## src/rtl/pipe_pkg.sv

```systemverilog
// Shared pipeline definitions: Tuse/Tnew encodings, MDU state and default latencies.
// Also holds the per-source hazard compare so every consumer applies the same rule.
package pipe_pkg;

  localparam logic [1:0] T_BRANCH = 2'd0;
  localparam logic [1:0] T_ALU    = 2'd1;
  localparam logic [1:0] T_MEM    = 2'd2;
  localparam logic [1:0] T_NONE   = 2'd3;

  localparam int LAT_MULT_DEF = 5;
  localparam int LAT_DIV_DEF  = 10;

  typedef enum logic {
    MD_IDLE = 1'b0,
    MD_BUSY = 1'b1
  } md_state_e;

  // A producer blocks a consumer only if its value arrives later than needed.
  // tuse = T_NONE can never be below any 2-bit tnew, so it never stalls.
  function automatic logic src_stall(input logic [4:0] src,
                                     input logic [1:0] tuse,
                                     input logic [4:0] wa_e,
                                     input logic [1:0] tnew_e,
                                     input logic [4:0] wa_m,
                                     input logic [1:0] tnew_m);
    logic hit_e;
    logic hit_m;
    hit_e = (src == wa_e) && (tuse < tnew_e);
    hit_m = (src == wa_m) && (tuse < tnew_m);
    return (src != 5'd0) && (hit_e || hit_m);
  endfunction

endpackage

```

## src/rtl/hazard_stall_ctrl_if.sv

```systemverilog
// Signal bundle between the pipeline datapath and the hazard controller.
interface hazard_stall_ctrl_if;

  // No valid/ready pair here: start_E is a single-cycle valid-qualified issue
  // pulse, and stall acts as backpressure on D that takes effect in the same cycle.
  logic [4:0]  rs_D;
  logic [4:0]  rt_D;
  logic [1:0]  tuse_rs_D;
  logic [1:0]  tuse_rt_D;
  logic        md_D;
  logic [4:0]  wa_E;
  logic [4:0]  wa_M;
  logic [1:0]  tnew_E;
  logic [1:0]  tnew_M;
  logic        start_E;
  logic        is_div_E;
  logic        stall;
  logic        flush_E;
  logic        md_busy;
  logic [31:0] stall_cnt;

  modport master (
    output rs_D, rt_D, tuse_rs_D, tuse_rt_D, md_D,
    output wa_E, wa_M, tnew_E, tnew_M, start_E, is_div_E,
    input  stall, flush_E, md_busy, stall_cnt
  );

  modport slave (
    input  rs_D, rt_D, tuse_rs_D, tuse_rt_D, md_D,
    input  wa_E, wa_M, tnew_E, tnew_M, start_E, is_div_E,
    output stall, flush_E, md_busy, stall_cnt
  );

endinterface

```

## src/rtl/mdu_busy_ctr.sv

```systemverilog
// Multiply/divide occupancy tracker: a two-state FSM with a latency down-counter.
// A start while busy reloads the count with the new latency.
module mdu_busy_ctr
  import pipe_pkg::*;
#(
  parameter int LAT_MULT = LAT_MULT_DEF,
  parameter int LAT_DIV  = LAT_DIV_DEF,
  parameter int CNT_W    = 4
) (
  input  logic clk,
  input  logic reset,
  input  logic start,
  input  logic is_div,
  output logic busy
);

  md_state_e          state_q;
  logic [CNT_W-1:0]   cnt_q;
  logic               busy_q;
  logic [CNT_W-1:0]   lat;

  assign lat  = is_div ? CNT_W'(LAT_DIV) : CNT_W'(LAT_MULT);
  assign busy = busy_q;

  always_ff @(posedge clk or negedge reset) begin
    if (!reset) begin
      state_q <= MD_IDLE;
      cnt_q   <= '0;
      busy_q  <= 1'b0;
    end else begin
      if (start) begin
        state_q <= MD_BUSY;
        cnt_q   <= lat;
        busy_q  <= 1'b1;
      end else if (state_q == MD_BUSY) begin
        cnt_q <= cnt_q - CNT_W'(1);
        if (cnt_q == CNT_W'(1)) begin
          state_q <= MD_IDLE;
          busy_q  <= 1'b0;
        end
      end
    end
  end

endmodule

```

## src/rtl/hazard_stall_ctrl.sv

```systemverilog
// Pipeline hazard controller: Tuse/Tnew stall decision, MDU busy sequencing
// and a saturating stalled-cycle counter.
module hazard_stall_ctrl
  import pipe_pkg::*;
#(
  parameter int LAT_MULT = LAT_MULT_DEF,
  parameter int LAT_DIV  = LAT_DIV_DEF,
  parameter int CNT_W    = 4
) (
  input  logic              clk,
  input  logic              reset,
  hazard_stall_ctrl_if.slave bus
);

  logic        stall_rs;
  logic        stall_rt;
  logic        stall_md;
  logic        stall;
  logic        md_busy;
  logic [31:0] stall_cnt_q;
  logic [31:0] stall_cnt_d;

  mdu_busy_ctr #(
    .LAT_MULT (LAT_MULT),
    .LAT_DIV  (LAT_DIV),
    .CNT_W    (CNT_W)
  ) u_mdu_busy_ctr (
    .clk    (clk),
    .reset  (reset),
    .start  (bus.start_E),
    .is_div (bus.is_div_E),
    .busy   (md_busy)
  );

  always_comb begin
    stall_rs = src_stall(bus.rs_D, bus.tuse_rs_D, bus.wa_E, bus.tnew_E, bus.wa_M, bus.tnew_M);
    stall_rt = src_stall(bus.rt_D, bus.tuse_rt_D, bus.wa_E, bus.tnew_E, bus.wa_M, bus.tnew_M);
    // The issuing cycle counts too: busy only rises one edge after start_E.
    stall_md = bus.md_D && (bus.start_E || md_busy);
    stall    = stall_rs || stall_rt || stall_md;
  end

  always_comb begin
    stall_cnt_d = stall_cnt_q;
    if (stall && (stall_cnt_q != 32'hFFFF_FFFF)) begin
      stall_cnt_d = stall_cnt_q + 32'd1;
    end
  end

  always_ff @(posedge clk or negedge reset) begin
    if (!reset) begin
      stall_cnt_q <= '0;
    end else begin
      stall_cnt_q <= stall_cnt_d;
    end
  end

  assign bus.stall     = stall;
  assign bus.flush_E   = stall;
  assign bus.md_busy   = md_busy;
  assign bus.stall_cnt = stall_cnt_q;

endmodule

```

## src/flat_wrapper.sv

```systemverilog
// flat-port wrapper written by rule: the top's interface ports become plain ports
module hazard_stall_ctrl_flat import pipe_pkg::*;
#(
  parameter int LAT_MULT = LAT_MULT_DEF,
  parameter int LAT_DIV  = LAT_DIV_DEF,
  parameter int CNT_W    = 4
)
  (clk, reset, bus_rs_D, bus_rt_D, bus_tuse_rs_D, bus_tuse_rt_D, bus_md_D, bus_wa_E, bus_wa_M, bus_tnew_E, bus_tnew_M, bus_start_E, bus_is_div_E, bus_stall, bus_flush_E, bus_md_busy, bus_stall_cnt);
  hazard_stall_ctrl_if bus_i ();
  input  logic clk;
  input  logic reset;
  input wire logic [$bits(bus_i.rs_D)-1:0] bus_rs_D;
  input wire logic [$bits(bus_i.rt_D)-1:0] bus_rt_D;
  input wire logic [$bits(bus_i.tuse_rs_D)-1:0] bus_tuse_rs_D;
  input wire logic [$bits(bus_i.tuse_rt_D)-1:0] bus_tuse_rt_D;
  input wire logic [$bits(bus_i.md_D)-1:0] bus_md_D;
  input wire logic [$bits(bus_i.wa_E)-1:0] bus_wa_E;
  input wire logic [$bits(bus_i.wa_M)-1:0] bus_wa_M;
  input wire logic [$bits(bus_i.tnew_E)-1:0] bus_tnew_E;
  input wire logic [$bits(bus_i.tnew_M)-1:0] bus_tnew_M;
  input wire logic [$bits(bus_i.start_E)-1:0] bus_start_E;
  input wire logic [$bits(bus_i.is_div_E)-1:0] bus_is_div_E;
  output wire logic [$bits(bus_i.stall)-1:0] bus_stall;
  output wire logic [$bits(bus_i.flush_E)-1:0] bus_flush_E;
  output wire logic [$bits(bus_i.md_busy)-1:0] bus_md_busy;
  output wire logic [$bits(bus_i.stall_cnt)-1:0] bus_stall_cnt;
  assign bus_i.rs_D = bus_rs_D;
  assign bus_i.rt_D = bus_rt_D;
  assign bus_i.tuse_rs_D = bus_tuse_rs_D;
  assign bus_i.tuse_rt_D = bus_tuse_rt_D;
  assign bus_i.md_D = bus_md_D;
  assign bus_i.wa_E = bus_wa_E;
  assign bus_i.wa_M = bus_wa_M;
  assign bus_i.tnew_E = bus_tnew_E;
  assign bus_i.tnew_M = bus_tnew_M;
  assign bus_i.start_E = bus_start_E;
  assign bus_i.is_div_E = bus_is_div_E;
  assign bus_stall = bus_i.stall;
  assign bus_flush_E = bus_i.flush_E;
  assign bus_md_busy = bus_i.md_busy;
  assign bus_stall_cnt = bus_i.stall_cnt;
  hazard_stall_ctrl #(.LAT_MULT(LAT_MULT), .LAT_DIV(LAT_DIV), .CNT_W(CNT_W)) u_core (.clk(clk), .reset(reset), .bus(bus_i));
endmodule
```

## config.mk

```make
export PLATFORM = sky130hd
export DESIGN_NAME = hazard_stall_ctrl_flat
export DESIGN_NICKNAME = d
export VERILOG_FILES = /design/src/rtl/pipe_pkg.sv /design/src/rtl/hazard_stall_ctrl_if.sv /design/src/rtl/mdu_busy_ctr.sv /design/src/rtl/hazard_stall_ctrl.sv /design/src/flat_wrapper.sv
export SDC_FILE = /design/constraint.sdc
export NUM_CORES = 1
export LEC_CHECK = 0
export CORE_MARGIN = 5
export CORE_UTILIZATION = 43
export CTS_CLUSTER_DIAMETER = 40
export CTS_CLUSTER_SIZE = 16
export DETAILED_ROUTE_END_ITERATION = 12
export PLACE_DENSITY = 0.86
export SYNTH_ARGS = -nofsm -noshare
export SYNTH_HDL_FRONTEND = slang
export SYNTH_SLANG_ARGS = --single-unit
```

## constraint.sdc

```tcl
create_clock -name clk -period 2.08 [get_ports clk]
set_input_delay 0.312 -clock clk [delete_from_list [all_inputs] [get_ports clk]]
set_output_delay 0.312 -clock clk [all_outputs]
set_load 0.005 [all_outputs]
```

## Word-level counts from Yosys, hierarchy flattened

Cells that the tools add are included.

| word-level totals | value |
|---|---|
| bits of input ports | 33 |
| register bits | 38 |
| output and inout bits | 35 |
| logic and storage cells | 43 |

| operators by class | value |
|---|---|
| reduce and logical (&&, ||, !) cells | 18 |
| equal/unequal tests | 6 |
| $lt $le $gt $ge | 4 |
| mux-type cells | 9 |
| add/subtract/negate cells | 2 |

Operators with widths:

| kind | count |
|---|---|
| 32-bit by 1-bit adder with 32-bit output (second input constant) | 1 |
| 32-bit != test (second input constant) | 1 |
| 5-bit equality test | 4 |
| 4-bit two-way mux | 3 |
| 5-bit nonzero test | 2 |
| 1-bit logical AND | 8 |
| 2-bit less-than comparator | 4 |
| 1-bit two-way mux | 6 |
| 1-bit logical OR | 5 |
| 4-bit by 1-bit equality test with 1-bit output (second input constant) | 1 |
| 2-bit nonzero test | 2 |
| 4-bit by 1-bit subtractor with 4-bit output (second input constant) | 1 |
| 2-bit AND reduction | 1 |

## Logic depth before layout (Yosys ltp)

Gate-level depths: netlist (run 1).

| logic depth | value |
|---|---|
| depth in word-level cells | 7 |
| depth in mapped cells | 10 |

## Modules after synthesis

From an unflattened synthesis (run 1), not the netlist that was laid out.

| unflattened totals | value |
|---|---|
| cells, all modules | 219 |
| area total of the unflattened synthesis | 2205.9 um^2 |

By module, submodules not included:

| module | instances | area each (um^2) | cells each | sequential area each (um^2) |
|---|---|---|---|---|
| hazard_stall_ctrl | 1 | 1896.8 | 192 | 800.8 |
| mdu_busy_ctr | 1 | 309.0 | 27 | 150.1 |

## Worst setup path after synthesis (run 1)

OpenSTA, ideal clock, no wires.

| timing path | value |
|---|---|
| kind | input to output |
| from | input bus_tnew_E[1] |
| to | output bus_stall |
| path buffers | 3 |
| required time | 1768 ps |
| arrival time | 1815 ps |
| slack | -47 ps |
| stages | 10 |
| cells stage by stage | inv_1 ha_1 a2111oi_2 nand4_1 a21oi_1 and3b_1 buf_6 buf_2 inv_1 buf_4 |

| on the way | value |
|---|---|
| word-level cells in the longest chain between the ends | 6 |

Ends and longest elaborated chain:

| item | line | RTL |
|---|---|---|
| start: declaration | flat_wrapper.sv:19 | `input wire logic [$bits(bus_i.tnew_E)-1:0] bus_tnew_E;` |
| 2-bit less-than comparator | pipe_pkg.sv:28 | `hit_e = (src == wa_e) && (tuse < tnew_e);` |
| 1-bit logical AND | pipe_pkg.sv:28 |  |
| 1-bit logical OR | pipe_pkg.sv:30 | `return (src != 5'd0) && (hit_e \|\| hit_m);` |
| 1-bit logical AND | pipe_pkg.sv:30 |  |
| 1-bit logical OR * (2 in series) | hazard_stall_ctrl.sv:40 | `stall = stall_rs \|\| stall_rt \|\| stall_md;` |
| end: declaration | flat_wrapper.sv:23 | `output wire logic [$bits(bus_i.stall)-1:0] bus_stall;` |

Every way passes the cells marked *; elsewhere a longest branch is shown, timed or not.

## Worst setup path in the final report (run 1)

| timing path | value |
|---|---|
| from | input bus_wa_M[1] |
| to | register u_core.stall_cnt_q[3] (netlist: u_core.bus.stall_cnt[3]) |

| on the way | value |
|---|---|
| word-level cells in the longest chain between the ends | 7 |

Ends and longest elaborated chain:

| item | line | RTL |
|---|---|---|
| start: declaration | flat_wrapper.sv:18 | `input wire logic [$bits(bus_i.wa_M)-1:0] bus_wa_M;` |
| 5-bit equality test | pipe_pkg.sv:29 | `hit_m = (src == wa_m) && (tuse < tnew_m);` |
| 1-bit logical AND | pipe_pkg.sv:29 |  |
| 1-bit logical OR | pipe_pkg.sv:30 |  |
| 1-bit logical AND | pipe_pkg.sv:30 |  |
| 1-bit logical OR * (2 in series) | hazard_stall_ctrl.sv:40 |  |
| 1-bit logical AND * | hazard_stall_ctrl.sv:45 | `if (stall && (stall_cnt_q != 32'hFFFF_FFFF)) begin` |
| end signal: assignment | hazard_stall_ctrl.sv:54 | `stall_cnt_q <= stall_cnt_d;` |
| end: declaration | hazard_stall_ctrl.sv:20 | `logic [31:0] stall_cnt_q;` |

Marked as above.
A chain may end at the register's enable or synchronous reset.

==> out/qor.yml, run 1 <==
worst_setup_path:
  cpMaxStageDelayCell: "a2111oi_4"
  cpMostUsedCell: "buf_6"
  arrival_ns: 2.37
  startpoint_type: "input pin"
  cp_data_required_time_ns: 2.29
  cpPeakStageDelay_ns: 0.30
  cp_num_buf_inv: 4
  cp_cell_sequence: "clkdlybuf4s15_1, xnor2_1, nand4_1, a2111oi_4, o22ai_1, and3b_2, buf_6, buf_8, buf_6, nor3_2, xor2_1"
  critPathMaxFanout: 8
  end_kind: "flip-flop"
  criticalPathCategory: "input pin to flip-flop"
  cp_top_family: "buffers and inverters"
timing:
  timing.hold.ws_ns: 0.120
  fmax_mhz: 463
  tightest_slew_ns: 0.863
  rsz0062_at_grt: "yes"
  final_max_slew_viol_count: 0
  hold_viol_final: 0
  setup_viol: 20
  clock_skew_ns: 0.00887
  period_share_pct: 104
  fin_ws_ns: -0.0788
  relSlewSlack_pct: 42.5
  period_needed_ns: 2.16
routing:
  wl_per_cell_um: 19.3
  drc: 0
  vias: 2255
  drtAntennaViolNets: 0
  drtPass1Iterations: 4
  drt_iter0_drc: 155
  via_per_inst: 5.49
  wl_um: 7930
logic_synthesis:
  synth_common_cells: "dfrtp_1, xor2_1, nor3_1"
  yosysSeqAreaShare_pct: 40.0
  synth.area.top_cells: "dfrtp_1, xor2_1, xnor2_1"
  yosysWarnings: 0
  synth_edf_count: 0
  synth.net_count: 271
  synth_top_cell_area_share_pct: 40.0
  yosysTopAreaCell: "dfrtp_1"
  ys_async_sr_fraction_pct: 100
  synth_ff_type: "dfrtp_1"
  syn_area_um2: 2380
  netlist_instances: 231
  yosysMostFrequentCell: "dfrtp_1"
  postSynthAreaPerCell_um2: 10.3
  synth_cell_types: 40
  yosys_register_bits: 38
clock_tree:
  ctsLongestPathBuffers: 2
  clk_latency_ns: 0.30
  clock-sinks: 38
  cts_tree: "yes"
  cts_htree_levels: 2
  numCtsBuffers: 5
  cts.reportedPaths.clkPinSlew_ns: 0.08
  cts-root-buf: "clkbuf_8"
finish:
  fin_nets: 378
  multi_input_area_um2: 1710
  antennaDiodeCount: 0
  fill_cells: 351
  layout-drive-gt1-share_pct: 39.5
  area_growth_syn_to_layout_pct: 65.6
  regArea_um2: 951
floorplanning:
  start_util_pct: 43.7
  die_w_um: 84.4
  fp-row-count: 27
  dieArea_um2: 7120
  die_h_um: 84.4
  fp.coreArea_um2: 5440
  num_io_pins: 68
grt:
  grt_pass1_wl_um: 12100
  grt_overflow: 0
  grt_pass1_vias: 2354
  antenna_found_initial: 0
  grt_max_degree: 39
  track_usage_pct: 21.4
placed_design:
  place_ws_ns: -0.777
  portBuffers: 67
  place.gp.congestion: 0.857
  hpwl_um: 4780
power_and_ir_drop:
  p_leak_nw: 1.64
  power_density_nw_per_um2: 658
  max-vdd-ir-drop_mv: 0.594
run_status:
  status: "finished, violations left"
  violations: "negative setup slack"
run:
  maxCapViolCount: 0
hold_path:
  min_path_type: "input pin to asynchronous set/reset pin"
==> through the flow <==
stage               power [mW]  utilization [%]  TNS [ns]  cell area (um2)  std cells
global route              2.73             72.4     -2.88             3940        411
detailed placement        1.85             61.0    -23.48             3320        393
finish                    2.59             72.4    -0.628             3940        411
CTS                       2.52             69.1   -0.0390             3760        402
floorplan                 1.36                -         0             2390        231
global placement          1.82             61.0    -21.54             3320        393
==> path summary, 6_finish.rpt <==
check                                                startpoint                              endpoint  slack (ns)  cells past startpoint
max reg2reg                u_core.bus.stall_cnt[28]$_DFFE_PN0P_   u_core.bus.stall_cnt[0]$_DFFE_PN0P_       -0.03                      9
max in group asynchronous                                 reset  u_core.bus.stall_cnt[28]$_DFFE_PN0P_        1.41                      1
max                                                 bus_wa_M[1]   u_core.bus.stall_cnt[3]$_DFFE_PN0P_       -0.08                     11
min reg2reg                u_core.bus.stall_cnt[15]$_DFFE_PN0P_  u_core.bus.stall_cnt[15]$_DFFE_PN0P_        0.49                      1
min in group clk           u_core.bus.stall_cnt[15]$_DFFE_PN0P_  u_core.bus.stall_cnt[15]$_DFFE_PN0P_        0.49                      1
min                                                       reset  u_core.bus.stall_cnt[22]$_DFFE_PN0P_        0.12                      1
==> kinds of logic (layout without fill, tap and decap cells) <==
family                     count (synthesis)  count (layout)  share of synthesized area (%)
muxes                                      2               2                          0.947
buffers and inverters                     18             126                           4.42
AOI/OAI and AO/OA                         13              13                           4.37
xor gates and xnor gates                  54              54                           19.9
DFF                                       38              38                           40.0
and+or+nand+nor                           99              99                           26.7
adders and majority gates                  7               7                           3.68
==> placed cells by master, fill, tap and decap left out, types with 4 or more instances in the layout <==
cell / count
xnor2_1: 18
dlygate4sd2_1: 7
nand3_1: 12
nand2_1: 14
buf_6: 8
a2111oi_4: 4
and3_1: 4
dfrtp_1: 38
clkbuf_8: 8
nor3_1: 4
inv_1: 5
xor2_1: 31
nor3_4: 11
ha_4: 4
clkdlybuf4s50_1: 36
xor2_2: 4
nor4_4: 4
buf_4: 34
clkdlybuf4s15_2: 9
nand2b_4: 4
buf_2: 6
nor3_2: 9
nand4_1: 12
==> layout make-up <==
cell class,count,area share (%)
inverters,8,0.953
clock buffers,8,2.80
multi-input cells,175,43.5
flip-flops and latches,38,24.1
well taps,72,2.29
repair buffers,110,26.3
==> sequential cells by signal (all words and copies together) (netlist names) <==
name                           count
u_core.u_mdu_busy_ctr.busy         1
u_core.u_mdu_busy_ctr.cnt_q        4
u_core.u_mdu_busy_ctr.state_q      1
u_core.bus.stall_cnt              32
==> worst register-to-register path: cells and delay by family, from the launching register on <==
kind | cells | cell delay, ns
xor gates and xnor gates | 1 | 0.13
buffers and inverters | 2 | 0.30
DFF | 1 | 0.39
and+or+nand+nor | 6 | 1.17
==> report_power, final <==
part	switching [mW]	internal, mW
logic	0.413	0.524
registers	0.167	0.879
clock network	0.272	0.335
==> metal layers <==
| metal | vias up | global-route usage (%) | wire (um) |
|---|---|---|---|
| met1 | 1123 | 24.8 | 3070 |
| li1 | 1030 | - | - |
| met3 | 20 | 4.42 | 476 |
| met2 | 82 | 37.7 | 4140 |
| met5 | - | 0 | 0 |
| met4 | 0 | 9.78 | 244 |
==> timing repair <==
action / in CTS / in global routing
resized for setup: 140 / 26
hold buffers: 0 / 0
setup endpoints to repair: 34 / 34
pin swaps: 39 / 27
cloned: 0 / 1
buffers inserted: 1 / 8
No activity file was read; power rests on OpenSTA's default activity.
==> inputs of run 2 (changes only) <==
--- a/config.mk
+++ b/config.mk
@@ -11,6 +11,7 @@
 export CTS_CLUSTER_SIZE = 16
 export DETAILED_ROUTE_END_ITERATION = 12
 export PLACE_DENSITY = 0.86
+export SKIP_CTS_REPAIR_TIMING = 1
 export SYNTH_ARGS = -nofsm -noshare
 export SYNTH_HDL_FRONTEND = slang
 export SYNTH_SLANG_ARGS = --single-unit
==> run 2 against run 1 <==
  * Worst setup slack improved by 0.048 ns
  * Critical endpoint is now bus_stall
  * Final area down 3.5%
  * Sequential power about the same
  * Cell count down 1.5%
  * First-iteration DRC count is 19% lower
  * Via count down 3.7%
  * The flow still finishes with violations (negative setup slack)
==> out/qor.yml, run 2 (synthesis results as in run 1) <==
run_status:
  status: "finished, violations left"
  violations: "negative setup slack"
grt:
  grt_overflow: 0  # unchanged
  grt_max_degree: 39  # unchanged
  grt_pass1_vias: 2109  # -10%
  antenna_found_initial: 0  # unchanged
  track_usage_pct: 17.4  # -4.0 points
  grt_pass1_wl_um: 10100  # -17%
finish:
  fin_nets: 372  # -1.6%
  antennaDiodeCount: 0  # unchanged
  largest_reg_flops: 32  # unchanged
  fin_util_pct: 69.9  # -2.5 points
  final_cell_mix: "dfrtp_1, clkdlybuf4s50_1, xor2_1, buf_4, dlymetal6s2s_1"
  final_common_cell: "dfrtp_1"
  fill_cells: 367  # +4.6%
  final_cells: 405  # -1.5%
  area_growth_syn_to_layout_pct: 59.9
  layout-drive-gt1-share_pct: 31.5  # -8.0 points
worst_setup_path:
  startpoint_type: "input pin"
  arrival_ns: 1.80  # -0.57 ns
  ff2ff_path_depth: 8  # -1
  critPathMaxFanout: 3  # -5
  end_kind: "output port"
  cp_data_required_time_ns: 1.77  # -0.52 ns
  criticalPathCategory: "input pin to output port"
power_and_ir_drop:
  swShare_pct: 31.5  # -1.4 points
  totalPowerFinal_mw: 2.52  # -2.7%
  p_switching_mw: 0.793  # -7.0%
  p_comb_share_pct: 35.0  # -1.2 points
  max-vdd-ir-drop_mv: 0.556  # -6.4%
  internal_power_mw: 1.73  # -0.66%
  p_seq_share_pct: 41.2  # +0.8 points
  p_leak_nw: 1.80  # +10%
  power_density_nw_per_um2: 663  # +0.75%
  clkPwrFrac_pct: 23.8  # +0.4 points
routing:
  drtPass1Iterations: 4  # unchanged
  drc: 0  # unchanged
  wl_per_cell_um: 17.2  # -11%
  drtAntennaViolNets: 0  # unchanged
  via_per_inst: 5.36  # -2.3%
  drt_iter0_drc: 126  # -19%
  vias: 2172  # -3.7%
  wl_um: 6980  # -12%
floorplanning:
  fp-row-count: 27  # unchanged
  fp.coreArea_um2: 5440  # unchanged
  die_h_um: 84.4  # unchanged
  start_util_pct: 43.7  # unchanged
  dieArea_um2: 7120  # unchanged
  die_w_um: 84.4  # unchanged
  num_io_pins: 68  # unchanged
timing:
  setup_viol: 2  # -90%
  relSlewSlack_pct: 43.1  # +0.65 points
  fin_ws_ns: -0.0305  # +0.0482 ns
  hold_viol_final: 0  # unchanged
  period_share_pct: 101  # -2.3 points
  tightest_slew_ns: 0.853  # -0.00978 ns
  fmax_mhz: 474  # +2.3%
  rsz0062_at_grt: "yes"
  period_needed_ns: 2.11  # -0.0482 ns
  clock_skew_ns: 0.00805  # -0.000827 ns
  final_max_slew_viol_count: 0  # unchanged
clock_tree:
  cts.reportedPaths.clkPinSlew_ns: 0.07  # about the same
  cts-root-buf: "clkbuf_8"
  numCtsBuffers: 5  # unchanged
  clock-sinks: 38  # unchanged
  cts_htree_levels: 2  # unchanged
  cts_tree: "yes"
  ctsLongestPathBuffers: 2  # unchanged
  clk_latency_ns: 0.29  # about the same
placed_design:
  place_ws_ns: -0.777  # unchanged
  place_inst: 393  # unchanged
  hpwl_um: 4780  # unchanged
  portBuffers: 67  # unchanged
  place.gp.congestion: 0.857  # unchanged
hold_path:
  min_path_type: "input pin to asynchronous set/reset pin"
run:
  maxCapViolCount: 0  # unchanged
## run 2: cell count changes in the layout (fill, tap and decap cells not counted), sizes merged
cell and delta:
buf -10, clkbuf -2, clkdlybuf4s15 -11, dlygate4sd2 -7, dlymetal6s2s +24
## run 2: worst max-delay path: stages
cell,delay (ns)
dlymetal6s2s_1,0.17
xnor2_1,0.21
nand4_1,0.18
a2111oi_4,0.29
o22ai_1,0.12
and3b_2,0.26
buf_6,0.13
inv_4,0.05
buf_6,0.08
## run 2: power groups by stage
| stage | clock network [mW] | registers, mW | logic (mW) |
|---|---|---|---|
| after global routing | 0.635 | 1.06 | 0.965 |
| final | 0.600 | 1.04 | 0.882 |
| after floorplan | 0 | 1.04 | 0.322 |
| after CTS | 0.603 | 1.03 | 0.816 |
| after detailed placement | 0 | 1.04 | 0.808 |
| after global placement | 0 | 1.04 | 0.779 |
## run 2: per-layer routing
metal | global-route usage [%] | wire length [um] | share of wire, %
met2 | 29.9 | 3610 | 52
met3 | 3.93 | 344 | 4.9
met5 | 0 | 0 | 0
met1 | 21.8 | 2910 | 42
met4 | 5.32 | 107 | 1.5
## run 2: area by class of cell
class | instances | area, um2 | share of cell area [%]
Clock buffer | 8 | 110 | 2.90
Inverter | 8 | 35.0 | 0.922
Multi-Input combinational cell | 175 | 1590 | 41.7
Sequential cell | 38 | 951 | 25.0
Tap cell | 72 | 90.1 | 2.37
Timing Repair Buffer | 104 | 1030 | 27.1
## run 2: worst paths after layout
check | startpoint | endpoint | slack [ns]
max in group asynchronous | reset | u_core.bus.stall_cnt[27]$_DFFE_PN0P_ | 1.41
setup / recovery | bus_wa_E[2] | bus_stall | -0.03
hold reg to reg | u_core.bus.stall_cnt[15]$_DFFE_PN0P_ | u_core.bus.stall_cnt[15]$_DFFE_PN0P_ | 0.49
setup reg to reg | u_core.bus.stall_cnt[28]$_DFFE_PN0P_ | u_core.bus.stall_cnt[23]$_DFFE_PN0P_ | 0.07
hold / removal | reset | u_core.bus.stall_cnt[22]$_DFFE_PN0P_ | 0.12
min in group clk | u_core.bus.stall_cnt[15]$_DFFE_PN0P_ | u_core.bus.stall_cnt[15]$_DFFE_PN0P_ | 0.49
## run 2: metrics by stage
step,hold WS (ns),TNS [ns],cell area (um2)
detailed placement,0.457,-23.48,3320
global placement,0.453,-21.54,3320
finish,0.122,-0.0609,3800
floorplan,0.0164,0,2390
CTS,0.146,-13.97,3430
global route,0.188,-1.94,3800
==> inputs of run 3 (changes only) <==
--- a/config.mk
+++ b/config.mk
@@ -6,7 +6,7 @@
 export NUM_CORES = 1
 export LEC_CHECK = 0
 export CORE_MARGIN = 5
-export CORE_UTILIZATION = 43
+export CORE_UTILIZATION = 42
 export CTS_CLUSTER_DIAMETER = 40
 export CTS_CLUSTER_SIZE = 16
 export DETAILED_ROUTE_END_ITERATION = 12
@@ -14,4 +14,5 @@
 export SKIP_CTS_REPAIR_TIMING = 1
 export SYNTH_ARGS = -nofsm -noshare
 export SYNTH_HDL_FRONTEND = slang
+export SYNTH_HIERARCHICAL = 1
 export SYNTH_SLANG_ARGS = --single-unit
==> run 3 against run 2 <==
  * The flow still finishes with violations (negative setup slack)
  * Worst setup slack got worse by 0.23 ns
  * First-iteration DRC count is 45% lower
  * Synthesized cell count decreased by 5.2%
  * Sequential share of layout area is 0.22 points higher
  * Largest power group unchanged
  * Critical endpoint is now u_core/bus.stall_cnt[4]$_DFFE_PN0P_
  * Via count down 1.4%
==> out/qor.yml, run 3 <==
run_status:
  status: "finished, violations left"
  violations: "negative setup slack"
clock_tree:
  cts_htree_levels: 2  # unchanged
  cts-root-buf: "clkbuf_8"
  clk_latency_ns: 0.29  # about the same
  ctsLongestPathBuffers: 2  # unchanged
  numCtsBuffers: 5  # unchanged
  cts.reportedPaths.clkPinSlew_ns: 0.07  # about the same
  clock-sinks: 38  # unchanged
  cts_tree: "yes"
timing:
  rsz0062_at_grt: "yes"
  fin_ws_ns: -0.257  # -0.226 ns
  fmax_mhz: 428  # -9.7%
  relSlewSlack_pct: 43.6  # +0.47 points
  period_needed_ns: 2.34  # +0.226 ns
  hold_viol_final: 0  # unchanged
  clock_skew_ns: 0.00681  # -0.00124 ns
  tightest_slew_ns: 0.846  # -0.00705 ns
  setup_viol: 26  # +24
  period_share_pct: 112  # +11 points
  final_max_slew_viol_count: 0  # unchanged
power_and_ir_drop:
  swShare_pct: 29.9  # -1.6 points
  internal_power_mw: 1.54  # -11%
  clkPwrFrac_pct: 23.5  # -0.3 points
  p_seq_share_pct: 40.1  # -1.1 points
  p_leak_nw: 1.86  # +3.2%
  p_switching_mw: 0.657  # -17%
  power_density_nw_per_um2: 584  # -12%
  p_comb_share_pct: 36.4  # +1.4 points
  max-vdd-ir-drop_mv: 0.334  # -40%
logic_synthesis:
  netlist_instances: 219  # -5.2%
  synth_common_cells: "dfrtp_1, xor2_1, xnor2_1"
  synth_edf_count: 0  # unchanged
  synth_ff_type: "dfrtp_1"
  synth.net_count: 259  # -4.4%
  ys_async_sr_fraction_pct: 100  # unchanged
  synth_top_cell_area_share_pct: 43.1  # +3.1 points
  yosysTopAreaCell: "dfrtp_1"
  postSynthAreaPerCell_um2: 10.1  # -2.1%
  synth_cell_types: 38  # -5.0%
  yosys_register_bits: 38  # unchanged
  syn_area_um2: 2210  # -7.2%
  yosysWarnings: 6  # +6
  synth.area.top_cells: "dfrtp_1, xor2_1, xnor2_1"
  yosysSeqAreaShare_pct: 43.1  # +3.1 points
  yosysMostFrequentCell: "dfrtp_1"
worst_setup_path:
  critPathMaxFanout: 8  # +5
  startpoint_type: "flip-flop"
  criticalPathCategory: "flip-flop to flip-flop"
  end_kind: "flip-flop"
  cp_data_required_time_ns: 2.26  # +0.49 ns
  cp_cell_sequence: "nand3_1, or3_4, or3_4, or4_4, o21ai_4, buf_4, nor2_1, xor2_1"
  arrival_ns: 2.52  # +0.72 ns
  cpPeakStageDelay_ns: 0.50  # +0.21 ns
  cpMostUsedCell: "or3_4"
  cp_top_family: "simple AND/OR/NAND/NOR gates"
  cpMaxStageDelayCell: "or4_4"
  cp_num_buf_inv: 1  # -3
finish:
  final_cell_mix: "buf_4, clkdlybuf4s50_1, dfrtp_1, xor2_1, dlymetal6s2s_1"
  antennaDiodeCount: 0  # unchanged
  fill_cells: 357  # -2.7%
  fin_util_pct: 73.8  # +3.9 points
  fin_nets: 387  # +4.0%
  layout-drive-gt1-share_pct: 31.6  # +0.078 points
  final_common_cell: "buf_4"
  design_area_um2: 3770  # -0.89%
  largest_reg_flops: 32  # unchanged
  area_growth_syn_to_layout_pct: 70.8
routing:
  drc: 0  # unchanged
  wl_per_cell_um: 16.3  # -5.2%
  vias: 2142  # -1.4%
  wl_um: 6820  # -2.2%
  drtAntennaViolNets: 0  # unchanged
  drtPass1Iterations: 4  # unchanged
  via_per_inst: 5.12  # -4.4%
  drt_iter0_drc: 69  # -45%
floorplanning:
  die_h_um: 82.5  # -2.2%
  die_w_um: 82.5  # -2.2%
  fp-row-count: 26  # -3.7%
  start_util_pct: 43.2  # -0.52 points
  dieArea_um2: 6800  # -4.4%
  num_io_pins: 68  # unchanged
  fp.coreArea_um2: 5110  # -6.1%
run:
  maxCapViolCount: 0  # unchanged
grt:
  grt_max_degree: 39  # unchanged
  grt_pass1_vias: 2178  # +3.3%
  antenna_found_initial: 0  # unchanged
  grt_pass1_wl_um: 9780  # -3.0%
  track_usage_pct: 18.9  # +1.5 points
  grt_overflow: 0  # unchanged
placed_design:
  hpwl_um: 4760  # -0.45%
  place.gp.congestion: 0.953  # +11%
  portBuffers: 67  # unchanged
  placed_area_um2: 3350  # +0.91%
hold_path:
  min_path_type: "input pin to asynchronous set/reset pin"
-- run 3: final cells by class --
type	count	area, um2	share of cell area, %
clock buffers	7	86.3	2.29
clock inverters	1	5.00	0.133
inverters	9	33.8	0.897
multi-input cells	170	1460	38.6
flip-flops and latches	38	951	25.2
well taps	70	87.6	2.32
repair buffers	123	1150	30.5
-- run 3: layer usage --
metal	global-route usage [%]	wire length, um	up-vias
li1	-	-	1024
met1	20.5	2640	1041
met2	34.6	3640	63
met3	4.66	404	14
met4	7.97	133	0
met5	0	0	-
-- run 3: logic make-up after synthesis --
logic type,synth area share (%)
buffers and inverters,2.78
AO/OA/AOI/OAI,5.90
adder cells (fa/ha/maj),3.97
flip-flops,43.1
XOR/XNOR,21.0
multiplexers,1.02
AND/OR/NAND/NOR,22.2
-- run 3: worst paths after layout --
kind | cells after the start | slack (ns) | from | to
max reg2reg | 8 | -0.26 | u_core/bus.stall_cnt[14]$_DFFE_PN0P_ | u_core/bus.stall_cnt[4]$_DFFE_PN0P_
max | 8 | -0.26 | u_core/bus.stall_cnt[14]$_DFFE_PN0P_ | u_core/bus.stall_cnt[4]$_DFFE_PN0P_
min reg2reg | 1 | 0.51 | u_core/bus.stall_cnt[26]$_DFFE_PN0P_ | u_core/bus.stall_cnt[26]$_DFFE_PN0P_
max in group asynchronous | 1 | 1.42 | reset | u_core/bus.stall_cnt[11]$_DFFE_PN0P_
min in group clk | 1 | 0.51 | u_core/bus.stall_cnt[26]$_DFFE_PN0P_ | u_core/bus.stall_cnt[26]$_DFFE_PN0P_
min | 1 | 0.13 | reset | u_core/bus.stall_cnt[19]$_DFFE_PN0P_
-- run 3: worst register-to-register path, delay by kind of cell, from the launching register on --
family | cells | cell delay (ns)
compound gates | 1 | 0.18
xor+xnor | 1 | 0.13
buf+inv | 1 | 0.19
flops | 1 | 0.35
simple gates | 5 | 1.38
-- run 3: stage by stage --
stage	std cells	setup WS [ns]	power, mW	hold WS [ns]	TNS, ns
after floorplan	219	-0.174	1.18	0.0164	-2.33
after detailed placement	403	-0.715	1.61	0.455	-16.50
after global placement	403	-0.651	1.59	0.448	-14.21
after global routing	418	-0.318	2.32	0.188	-5.75
after CTS	411	-0.719	2.13	0.149	-7.77
final	418	-0.257	2.20	0.132	-4.24
-- run 3: power groups by stage --
stage	logic (mW)	clock network, mW	registers (mW)
2_1_floorplan	0.241	0	0.937
3_3_place_gp	0.702	0	0.888
3_5_place_dp	0.717	0	0.895
4_1_cts	0.724	0.526	0.882
5_1_grt	0.863	0.560	0.894
6_report	0.800	0.517	0.881
